--- config.mk ---
export PLATFORM = sky130hd
export DESIGN_NAME = mem_rw_requester_flat
export DESIGN_NICKNAME = d
export VERILOG_FILES = /design/src/rtl/mem_rw_requester_if.sv /design/src/rtl/mem_rw_requester.sv /design/src/flat_wrapper.sv
export SDC_FILE = /design/constraint.sdc
export NUM_CORES = 1
export LEC_CHECK = 0
export ABC_AREA = 0
export BUFFER_PORTS_ARGS = -buffer_cell sky130_fd_sc_hd__buf_2
export CORE_AREA = 2 2 205 207
export CTS_BUF_LIST = sky130_fd_sc_hd__clkbuf_2
export CTS_CLUSTER_SIZE = 28
export DETAILED_ROUTE_END_ITERATION = 7
export DIE_AREA = 0 0 207 209
export PLACE_DENSITY_LB_ADDON = 0.12
export SYNTH_ARGS = -nofsm -noshare
export SYNTH_HDL_FRONTEND = slang
export SYNTH_SLANG_ARGS = --single-unit
--- constraint.sdc ---
create_clock -name clock -period 4.4 [get_ports clock]
set_clock_uncertainty 0.05 [all_clocks]
set_input_delay 0.88 -clock clock [delete_from_list [all_inputs] [get_ports clock]]
set_output_delay 0.88 -clock clock [all_outputs]
set_load 0.03 [all_outputs]
--- src/rtl/mem_rw_requester_if.sv ---
// ============================================================================
// mem_rw_requester_if : request/response channel plus memory helper port
// Revision: 1.0
// ============================================================================
`default_nettype none

interface mem_rw_requester_if #(
  parameter int ADDR_W = 64
);
  logic              req_valid;
  logic              req_ready;
  logic              req_write;
  logic [ADDR_W-1:0] req_addr;
  logic [63:0]       req_wdata;
  logic [7:0]        req_wstrb;

  logic              resp_valid;
  logic              resp_ready;
  logic [63:0]       resp_rdata;
  logic              resp_write;
  logic              resp_err;

  logic              r_enable;
  logic [63:0]       r_index;
  logic [63:0]       r_data;
  logic              w_enable;
  logic [63:0]       w_index;
  logic [63:0]       w_data;
  logic [63:0]       w_mask;
  logic              mem_enable;

  // slave: the requester block itself; master: bus bridge plus memory model
  modport slave (
    input  req_valid, req_write, req_addr, req_wdata, req_wstrb, resp_ready, r_data,
    output req_ready, resp_valid, resp_rdata, resp_write, resp_err,
           r_enable, r_index, w_enable, w_index, w_data, w_mask, mem_enable
  );

  modport master (
    output req_valid, req_write, req_addr, req_wdata, req_wstrb, resp_ready, r_data,
    input  req_ready, resp_valid, resp_rdata, resp_write, resp_err,
           r_enable, r_index, w_enable, w_index, w_data, w_mask, mem_enable
  );
endinterface

`default_nettype wire

--- src/rtl/mem_rw_requester.sv ---
// ============================================================================
// mem_rw_requester : valid/ready byte-addressed requests to the word-indexed
// memory helper port, in-order responses via a credit-protected FIFO.
// Optional macro MEM_RW_REQUESTER_STATS_EN adds saturating access counters.
// Revision: 1.0
// ============================================================================
`default_nettype none

module mem_rw_requester #(
  parameter int          ADDR_W         = 64,
  parameter logic [63:0] MEM_BASE       = 64'h0000_0000_8000_0000,
  parameter logic [63:0] MEM_SIZE_BYTES = 64'h0000_0002_0000_0000,
  parameter int          RESP_DEPTH     = 4
) (
  input  logic               clock,
  input  logic               reset,
  mem_rw_requester_if.slave  bus
`ifdef MEM_RW_REQUESTER_STATS_EN
  ,
  output logic [31:0]        stat_reads,
  output logic [31:0]        stat_writes,
  output logic [31:0]        stat_errs
`endif
);

  localparam int              PW      = $clog2(RESP_DEPTH);
  localparam logic [ADDR_W:0] BASE_X  = (ADDR_W+1)'(MEM_BASE);
  localparam logic [ADDR_W:0] SIZE_X  = (ADDR_W+1)'(MEM_SIZE_BYTES);
  localparam logic [PW+1:0]   DEPTH_C = (PW+2)'(RESP_DEPTH);

  // Extra top bit keeps the borrow of addr < base, so it always lands >= size
  logic [ADDR_W:0] offset;
  logic            addr_err;
  logic [63:0]     word_idx;
  logic [63:0]     strb_mask;
  logic            unused_low_bits;

  assign offset          = {1'b0, bus.req_addr} - BASE_X;
  assign addr_err        = (offset >= SIZE_X);
  assign word_idx        = 64'(offset[ADDR_W-1:3]);
  assign unused_low_bits = ^offset[2:0];

  for (genvar i = 0; i < 8; i++) begin : g_mask
    assign strb_mask[8*i +: 8] = {8{bus.req_wstrb[i]}};
  end

  logic          s1_valid;
  logic          s1_write;
  logic          s1_err;
  logic [PW:0]   count;
  logic [PW-1:0] wr_ptr;
  logic [PW-1:0] rd_ptr;
  logic [PW+1:0] credit_used;
  logic          ready;
  logic          accept;
  logic          rd_fire;
  logic          wr_fire;

  // Credits cover the entry still in flight in s1, so the s1 push never overflows
  assign credit_used = (PW+2)'(count) + (PW+2)'(s1_valid);
  assign ready       = !reset && (credit_used < DEPTH_C);
  assign accept      = bus.req_valid && ready;
  assign rd_fire     = accept && !bus.req_write && !addr_err;
  assign wr_fire     = accept &&  bus.req_write && !addr_err && (bus.req_wstrb != 8'h00);

  assign bus.req_ready  = ready;
  assign bus.mem_enable = !reset;
  assign bus.r_enable   = rd_fire;
  assign bus.r_index    = rd_fire ? word_idx : 64'h0;
  assign bus.w_enable   = wr_fire;
  assign bus.w_index    = wr_fire ? word_idx : 64'h0;
  assign bus.w_data     = wr_fire ? bus.req_wdata : 64'h0;
  assign bus.w_mask     = wr_fire ? strb_mask : 64'h0;

  always_ff @(posedge clock) begin
    if (reset) begin
      s1_valid <= 1'b0;
      s1_write <= 1'b0;
      s1_err   <= 1'b0;
    end else begin
      s1_valid <= accept;
      s1_write <= bus.req_write;
      s1_err   <= addr_err;
    end
  end

  logic [63:0] fifo_rdata [RESP_DEPTH];
  logic        fifo_write [RESP_DEPTH];
  logic        fifo_err   [RESP_DEPTH];
  logic        push;
  logic        pop;
  logic        resp_valid;
  logic [63:0] push_rdata;

  assign push       = s1_valid;
  assign push_rdata = (s1_write || s1_err) ? 64'h0 : bus.r_data;
  assign resp_valid = (count != '0);
  assign pop        = resp_valid && bus.resp_ready;

  always_ff @(posedge clock) begin
    if (push) begin
      fifo_rdata[wr_ptr] <= push_rdata;
      fifo_write[wr_ptr] <= s1_write;
      fifo_err[wr_ptr]   <= s1_err;
    end
  end

  always_ff @(posedge clock) begin
    if (reset) begin
      wr_ptr <= '0;
      rd_ptr <= '0;
      count  <= '0;
    end else begin
      if (push) wr_ptr <= wr_ptr + 1'b1;
      if (pop)  rd_ptr <= rd_ptr + 1'b1;
      case ({push, pop})
        2'b10:   count <= count + 1'b1;
        2'b01:   count <= count - 1'b1;
        default: count <= count;
      endcase
    end
  end

  assign bus.resp_valid = resp_valid;
  assign bus.resp_rdata = resp_valid ? fifo_rdata[rd_ptr] : 64'h0;
  assign bus.resp_write = resp_valid && fifo_write[rd_ptr];
  assign bus.resp_err   = resp_valid && fifo_err[rd_ptr];

`ifdef MEM_RW_REQUESTER_STATS_EN
  always_ff @(posedge clock) begin
    if (reset) begin
      stat_reads  <= 32'h0;
      stat_writes <= 32'h0;
      stat_errs   <= 32'h0;
    end else begin
      if (accept && !bus.req_write && !addr_err && (stat_reads != 32'hFFFF_FFFF))
        stat_reads <= stat_reads + 32'h1;
      if (accept && bus.req_write && !addr_err && (stat_writes != 32'hFFFF_FFFF))
        stat_writes <= stat_writes + 32'h1;
      if (accept && addr_err && (stat_errs != 32'hFFFF_FFFF))
        stat_errs <= stat_errs + 32'h1;
    end
  end
`else
  // statistics counters are not built
`endif

endmodule

`default_nettype wire

--- src/flat_wrapper.sv ---
// flat-port wrapper written by rule: the top's interface ports become plain ports
module mem_rw_requester_flat 
#(
  parameter int          ADDR_W         = 64,
  parameter logic [63:0] MEM_BASE       = 64'h0000_0000_8000_0000,
  parameter logic [63:0] MEM_SIZE_BYTES = 64'h0000_0002_0000_0000,
  parameter int          RESP_DEPTH     = 4
)
  (clock, reset, bus_req_valid, bus_req_write, bus_req_addr, bus_req_wdata, bus_req_wstrb, bus_resp_ready, bus_r_data, bus_req_ready, bus_resp_valid, bus_resp_rdata, bus_resp_write, bus_resp_err, bus_r_enable, bus_r_index, bus_w_enable, bus_w_index, bus_w_data, bus_w_mask, bus_mem_enable);
  mem_rw_requester_if #(.ADDR_W(ADDR_W)) bus_i ();
  input  logic clock;
  input  logic reset;
  input wire logic [$bits(bus_i.req_valid)-1:0] bus_req_valid;
  input wire logic [$bits(bus_i.req_write)-1:0] bus_req_write;
  input wire logic [$bits(bus_i.req_addr)-1:0] bus_req_addr;
  input wire logic [$bits(bus_i.req_wdata)-1:0] bus_req_wdata;
  input wire logic [$bits(bus_i.req_wstrb)-1:0] bus_req_wstrb;
  input wire logic [$bits(bus_i.resp_ready)-1:0] bus_resp_ready;
  input wire logic [$bits(bus_i.r_data)-1:0] bus_r_data;
  output wire logic [$bits(bus_i.req_ready)-1:0] bus_req_ready;
  output wire logic [$bits(bus_i.resp_valid)-1:0] bus_resp_valid;
  output wire logic [$bits(bus_i.resp_rdata)-1:0] bus_resp_rdata;
  output wire logic [$bits(bus_i.resp_write)-1:0] bus_resp_write;
  output wire logic [$bits(bus_i.resp_err)-1:0] bus_resp_err;
  output wire logic [$bits(bus_i.r_enable)-1:0] bus_r_enable;
  output wire logic [$bits(bus_i.r_index)-1:0] bus_r_index;
  output wire logic [$bits(bus_i.w_enable)-1:0] bus_w_enable;
  output wire logic [$bits(bus_i.w_index)-1:0] bus_w_index;
  output wire logic [$bits(bus_i.w_data)-1:0] bus_w_data;
  output wire logic [$bits(bus_i.w_mask)-1:0] bus_w_mask;
  output wire logic [$bits(bus_i.mem_enable)-1:0] bus_mem_enable;
  assign bus_i.req_valid = bus_req_valid;
  assign bus_i.req_write = bus_req_write;
  assign bus_i.req_addr = bus_req_addr;
  assign bus_i.req_wdata = bus_req_wdata;
  assign bus_i.req_wstrb = bus_req_wstrb;
  assign bus_i.resp_ready = bus_resp_ready;
  assign bus_i.r_data = bus_r_data;
  assign bus_req_ready = bus_i.req_ready;
  assign bus_resp_valid = bus_i.resp_valid;
  assign bus_resp_rdata = bus_i.resp_rdata;
  assign bus_resp_write = bus_i.resp_write;
  assign bus_resp_err = bus_i.resp_err;
  assign bus_r_enable = bus_i.r_enable;
  assign bus_r_index = bus_i.r_index;
  assign bus_w_enable = bus_i.w_enable;
  assign bus_w_index = bus_i.w_index;
  assign bus_w_data = bus_i.w_data;
  assign bus_w_mask = bus_i.w_mask;
  assign bus_mem_enable = bus_i.mem_enable;
  mem_rw_requester #(.ADDR_W(ADDR_W), .MEM_BASE(MEM_BASE), .MEM_SIZE_BYTES(MEM_SIZE_BYTES), .RESP_DEPTH(RESP_DEPTH)) u_core (.clock(clock), .reset(reset), .bus(bus_i));
endmodule
==> run summary, run 1 <==
outcome = complete, no violations
syn_area_per_cell = 13.5 um^2
CP max stage cell = a2111oi_4
critical path type = in2out
DP Area = 16700 um^2
FF-to-FF path depth = 8
fin crit share = 98.9%
Die Width = 207 um
initial antenna violation count = 4
HPWL Detailed = 28900 um
Max-Cap Viols = 0
most frequent cells in the layout = 394 x buf_2, 264 x edfxtp_1, 133 x and2_1
largest net degree at the start of global routing = 69
final setup violation count = 0
Max VDD drop = 236 uV
cell mode on critical path = buf_8
gr ovfl total = 0
Synth Flop Type = edfxtp_1
pwr/cell area = 403 nW/um^2
fin crit period = 4.35 ns
EDFF count, synth = 264
chip height = 209 um
Reg-to-Reg End = u_core.count[2]
Tightest Pin Transition = 0.968 ns
standard-cell rows = 75
Pwr Total = 0.00720 W
slew margin rel. = 35.5%
ys async rst share = 0%
Final Max Tran Viols = 0
Clock Pin Slew Worst Setup and Hold Paths = 0.10 ns
# DRC = 0
Area growth syn-to-layout = 28.6%
IO buf count = 460
dpl cells = 1960
H-tree depth = 3
CTS tree = done
RSZ-0062 raised after global routing = yes
CTS buffer count = 68
setup tns final = 0 ns
Post-CTS Hold Fix Bufs = 0
slack of the worst reg-to-reg path = 1.72 ns
commonest non-fill, non-tap cell in the layout = buf_2
num ports = 532
highest routed layer = met5
Core Region = 41300 um^2
Mapped Cells = 1029
Routed wire per std cell = 19.8 um
DRT Pass-1 Iters = 4
synthesized area = 13900 um^2
vias in the first global route = 9672
CTS Buffer Depth = 3
Hold Path End = u_core.fifo_rdata[3][58]
Syn. warnings = 0
Fillers = 4001
critical path launch point type = input port
Final Hold Viols = 0
met2 wire len = 20800 um
Hold Path Stages = 2
Crit Path Max Fanout = 8
final std cells w/o fill = 2088
sequential area share after synthesis = 58.8%
Hold Crit Class = in2reg
CTS sink cnt = 276
f_max = 230 MHz
slowest stage delay, CP = 0.48 ns
HP Start = bus_r_data[58]
crit-path cells = buf_8 -> inv_4 -> ha_4 -> nor4b_4 -> nand4b_1 -> a2111o_1 -> a2111oi_4 -> buf_4 -> nand3_4 -> nor3_4 -> buf_12 -> buf_8
Seq cells post-synth = 276
met3 wire len = 2300 um
clock root buffer master = clkbuf_2
Finished Core Util = 43.2%
Leak Pwr = 7.55 nW
Iter 0 DRT Violations = 508
share of layout cells above drive strength 1 = 51.1%
die area = 43300 um^2
nets = 1711
synth unique cells = 53
post-route cell area = 17900 um^2
GRT Resource Usage Total = 18.3%
vias per cell = 4.59
routed vias = 9579
critical path arrival = 3.42 ns
first-pass GRT wire length = 59800 um
Crit. End Element = primary output
met1 WL = 17400 um
data required time of the worst path = 3.47 ns
initial core utilization = 33.6%
WL final = 41400 um
post-route ant nets = 0
clock insertion delay at the later pin of the skew report = 0.78 ns
worst reg2reg startpoint = u_core.count[0]
Final Wtd Congestion = 0.891
-- metrics by stage --
step	hold slack [ns]	setup WS, ns
after floorplan	0.411	-0.0623
after global placement	0.441	-0.0174
after detailed placement	0.451	-0.100
after CTS	0.248	0.00615
after global routing	0.270	-0.0889
final	0.362	0.0487
-- logic make-up after synthesis --
kind of cell | count (synthesis) | synth area share [%]
simple gates | 352 | 16.1
buf+inv | 289 | 11.4
flops | 276 | 58.8
mux | 69 | 10.9
compound gates | 28 | 1.60
fa+ha+maj | 7 | 0.685
xor+xnor | 7 | 0.442
other cells | 1 | 0.0270
-- repair_timing --
action                                  in CTS  in global routing
gates cloned                                 0                  4
buffers inserted                             0                  4
pin swaps                                    1                  7
gates resized for setup                      0                169
endpoints found under the setup margin      85                156
-- flip-flops by register name, summed over array words and instances, names as in the netlist, named ones only --
name,flops
u_core.fifo_rdata,256
u_core.fifo_err,4
u_core.fifo_write,4
u_core.count,3
u_core.rd_ptr,2
u_core.wr_ptr,2
u_core.push,1
u_core.s1_err,1
u_core.s1_write,1
-- critical path: cells and delay by family --
kind | cells | cell delay [ns]
adder cells (fa/ha/maj) | 1 | 0.12
AO/OA/AOI/OAI | 2 | 0.95
buffers and inverters | 5 | 0.68
AND/OR/NAND/NOR | 4 | 0.77
-- Yosys cell counts, drive strengths merged (3+ instances only) --
cell / number / area, um^2
or4: 3 / 22.5
o2111ai: 3 / 26.3
a21oi: 5 / 25.0
nand4b: 3 / 26.3
nor2: 24 / 90.1
edfxtp: 264 / 7930
xnor2: 3 / 26.3
ha: 6 / 75.1
mux4: 66 / 1490
clkbuf: 34 / 128
and2: 137 / 857
xor2: 4 / 35.0
inv: 104 / 390
dfxtp: 12 / 240
nand4: 4 / 31.3
or3: 3 / 18.8
buf: 151 / 1060
nor3: 138 / 941
nor4: 7 / 43.8
o21ai: 4 / 20.0
nand3: 16 / 80.1
nand2: 6 / 22.5
nor2b: 3 / 18.8
-- routing by layer --
metal	up-vias	global-route usage, %
met5	-	0
met4	4	5.91
met3	65	4.43
met2	340	30.5
met1	4697	23.4
li1	4473	-
-- cell type report --
cell class / instances / area (um^2) / share of cell area (%)
antenna: 2 / 5.00 / 0.0280
clock buffer: 98 / 490 / 2.75
clock inverter: 20 / 131 / 0.736
inverter: 104 / 395 / 2.21
multi-input combinational: 532 / 4740 / 26.6
sequential: 276 / 8180 / 45.8
tap: 539 / 674 / 3.78
timing repair buffer: 517 / 3240 / 18.1
-- worst max-delay path by stage --
stage	start	endpoint
6_report	bus_req_addr[32]	bus_w_mask[17]
5_1_grt	bus_req_addr[32]	bus_w_mask[18]
4_1_cts	bus_req_addr[32]	bus_w_mask[53]
3_5_place_dp	bus_req_addr[61]	bus_w_mask[53]
3_3_place_gp	bus_req_addr[61]	bus_w_mask[53]
2_1_floorplan	bus_req_addr[31]	bus_r_index[21]
-- power breakdown --
part	total (W)	switching, W	internal [W]	leakage (nW)
Combinational	0.00236	0.00147	0.000896	4.52
Clock	0.00170	0.000985	0.000712	0.476
Sequential	0.00314	0.000131	0.00301	2.55
No activity file was read; power rests on OpenSTA's default activity.
==> run 2: changes to the inputs <==
--- a/config.mk
+++ b/config.mk
@@ -6,12 +6,12 @@
 export NUM_CORES = 1
 export LEC_CHECK = 0
 export ABC_AREA = 0
-export BUFFER_PORTS_ARGS = -buffer_cell sky130_fd_sc_hd__buf_2
-export CORE_AREA = 2 2 205 207
+export BUFFER_PORTS_ARGS = -buffer_cell sky130_fd_sc_hd__buf_4
+export CORE_AREA = 2 2 207 209
 export CTS_BUF_LIST = sky130_fd_sc_hd__clkbuf_2
 export CTS_CLUSTER_SIZE = 28
 export DETAILED_ROUTE_END_ITERATION = 7
-export DIE_AREA = 0 0 207 209
+export DIE_AREA = 0 0 209 211
 export PLACE_DENSITY_LB_ADDON = 0.12
 export SYNTH_ARGS = -nofsm -noshare
 export SYNTH_HDL_FRONTEND = slang
==> constraint.sdc (replaced) <==
create_clock -name clock -period 4.4 [get_ports clock]
set_clock_uncertainty 0.05 [all_clocks]
set_input_delay 0.44 -clock clock [delete_from_list [all_inputs] [get_ports clock]]
set_output_delay 0.44 -clock clock [all_outputs]
set_load 0.03 [all_outputs]
==> run 2 against run 1 <==
Compared with the run above:
- sequential share of layout area down 1.9 points
- critical path type unchanged
- first-iteration DRC count down 14%
- clock-buffer cell count up 8
- non-clock buffer count up 34
- utilization up 1.4 points
- clock power about the same
- largest cell class unchanged
- global-route usage up 0.20 points
- worst setup slack better by 0.38 ns
- routed wire length up 0.77%
- sequential cell count unchanged
==> run summary, run 2 (synthesized netlist as in run 1, its figures left out) <==
Tightest Pin Transition = 1.03 ns (+0.0663 ns)
IO buf count = 460 (unchanged)
Clock Pin Slew Worst Setup and Hold Paths = 0.08 ns (-0.02 ns)
RSZ-0062 raised after global routing = no
CTS Buffer Depth = 3 (unchanged)
setup tns final = 0 ns (unchanged)
Comb power frac = 35.0% (+2.2 points)
clock insertion delay at the later pin of the skew report = 0.81 ns (+0.03 ns)
chip height = 211 um (+0.96%)
Max VDD drop = 268 uV (+14%)
initial core utilization = 33.2% (-0.38 points)
nets = 1747 (+2.1%)
pwr/cell area = 400 nW/um^2 (-0.95%)
Biggest register = u_core.fifo_rdata
Net Sw Frac = 35.1% (-0.74 points)
HPWL Detailed = 28600 um (-1.2%)
Iter 0 DRT Violations = 436 (-14%)
clock root buffer master = clkbuf_2
Reg-to-Reg End = u_core.count[2]
HP Start = bus_req_addr[54]
Hold Path End = u_core.s1_err
routed vias = 9686 (+1.1%)
Final Hold Viols = 0 (unchanged)
WL final = 41800 um (+0.77%)
most frequent cells in the layout = 480 x buf_4, 264 x edfxtp_1, 133 x and2_1
critical path type = in2out
biggest regs = u_core.fifo_rdata (256), u_core.fifo_err (4), u_core.fifo_write (4)
share of layout cells above drive strength 1 = 45.7% (-5.4 points)
first-pass GRT wire length = 60900 um (+2.0%)
worst reg2reg startpoint = u_core.count[0]
Core Region = 41800 um^2 (+1.1%)
number of flip-flops in the largest register = 256 (unchanged)
DRT Pass-1 Iters = 4 (unchanged)
largest net degree at the start of global routing = 96 (+39%)
slew margin rel. = 31.1% (-4.4 points)
Hold Path Stages = 5 (+3)
vias in the first global route = 10100 (+4.0%)
die area = 44100 um^2 (+1.9%)
Fillers = 3965 (-0.90%)
outcome = complete, no violations
post-route cell area = 18600 um^2 (+4.4%)
Clock Power Share = 22.9% (-0.7 points)
CTS tree = done
fin crit period = 3.97 ns (-0.381 ns)
critical path launch point type = input port
initial antenna violation count = 2 (-2)
post-route ant nets = 0 (unchanged)
Leak Pwr = 7.58 nW (+0.40%)
Crit Path Max Fanout = 79 (+71)
final setup violation count = 0 (unchanged)
f_max = 252 MHz (+9.6%)
DP Area = 17300 um^2 (+3.7%)
GRT Resource Usage Total = 18.4% (+0.20 points)
Sequential Power Share = 42.1% (-1.5 points)
FF-to-FF path depth = 9 (+1)
slack of the worst reg-to-reg path = 1.68 ns (-0.04 ns)
critical path arrival = 3.48 ns (+0.06 ns)
num ports = 532 (unchanged)
Pwr Total = 0.00745 W (+3.4%)
standard-cell rows = 75 (unchanged)
post-CTS setup buffers = 0 (unchanged)
Hold Crit Class = in2reg
Die Width = 209 um (+0.97%)
fin crit share = 90.2% (-8.7 points)
Pint = 0.00483 W (+4.6%)
Crit. End Element = primary output
CTS buffer count = 71 (+4.4%)
Final Max Tran Viols = 0 (unchanged)
# DRC = 0 (unchanged)
Routed wire per std cell = 19.6 um (-1.1%)
data required time of the worst path = 3.91 ns (+0.44 ns)
gr ovfl total = 0 (unchanged)
Min Hold Slack = 0.393 ns (+0.0319 ns)
H-tree depth = 3 (unchanged)
Resize count post-CTS = 0 (unchanged)
commonest non-fill, non-tap cell in the layout = buf_4
Final Wtd Congestion = 0.823 (-7.6%)
Max-Cap Viols = 0 (unchanged)
CTS sink cnt = 276 (unchanged)
Area growth syn-to-layout = 34.3%
Sw Pwr = 0.00262 W (+1.3%)
vias per cell = 4.55 (-0.78%)
run 2: cell types whose count changed in the layout (fill, tap and decap cells not counted), sizes merged:
cell,change
buf,-23
dlygate4sd3,+68
inv,+1
nand3,-1
bufinv,-1
clkinv,-1
clkbuf,-3
run 2: routing by layer:
metal	track usage, %	up-vias	wire length, um
met3	5.01	51	2590
li1	-	4550	-
met2	33.7	339	22200
met1	21.1	4746	16200
met5	0	-	0
met4	5.39	0	749
run 2: repair_timing:
action,in CTS,in global routing
hold endpoints to repair,268,0
hold buffers,68,0
setup endpoints to repair,0,0
run 2: metrics by stage:
step                worst slack [ns]  instances  util (%)
floorplan                      0.215       1096         -
global placement               0.442       1933      41.5
detailed placement             0.461       1933      41.5
CTS                            0.316       2126      44.6
global route                   0.255       2128      44.6
finish                         0.430       2128      44.6
run 2: worst max-delay path by stage:
stage | start | end | slack, ns | cells after the start
finish | bus_req_addr[42] | bus_w_data[20] | 0.43 | 9
floorplan | bus_req_addr[31] | bus_w_mask[10] | 0.21 | 9
CTS | u_core.push | bus_w_data[20] | 0.32 | 7
detailed placement | bus_req_addr[42] | bus_w_data[20] | 0.46 | 9
global route | u_core.push | bus_w_data[9] | 0.25 | 7
global placement | bus_req_addr[34] | bus_w_data[20] | 0.44 | 9
run 2: cell type report:
type / instances / area, um^2 / share of cell area, %
tap: 539 / 674 / 3.62
timing repair buffer: 551 / 4340 / 23.3
clock inverter: 19 / 101 / 0.544
sequential: 276 / 8180 / 43.9
clock buffer: 106 / 531 / 2.85
multi-input combinational: 531 / 4420 / 23.7
antenna: 2 / 5.00 / 0.0268
inverter: 104 / 390 / 2.09
run 2: power groups by stage:
stage | registers (W) | logic (W) | clock network (W)
5_1_grt | 0.00316 | 0.00280 | 0.00192
3_3_place_gp | 0.00321 | 0.00261 | 0
2_1_floorplan | 0.00310 | 0.00176 | 0
4_1_cts | 0.00315 | 0.00267 | 0.00180
6_report | 0.00314 | 0.00261 | 0.00171
3_5_place_dp | 0.00321 | 0.00261 | 0
run 2: worst max-delay path, stage by stage:
cell and delay, ns:
buf_4 0.12, nor4_1 0.44, nand3_1 0.34, nor2_1 0.28, nand4_1 0.14, a211o_4 0.69
buf_12 0.34, nor3_1 0.38, buf_4 0.24
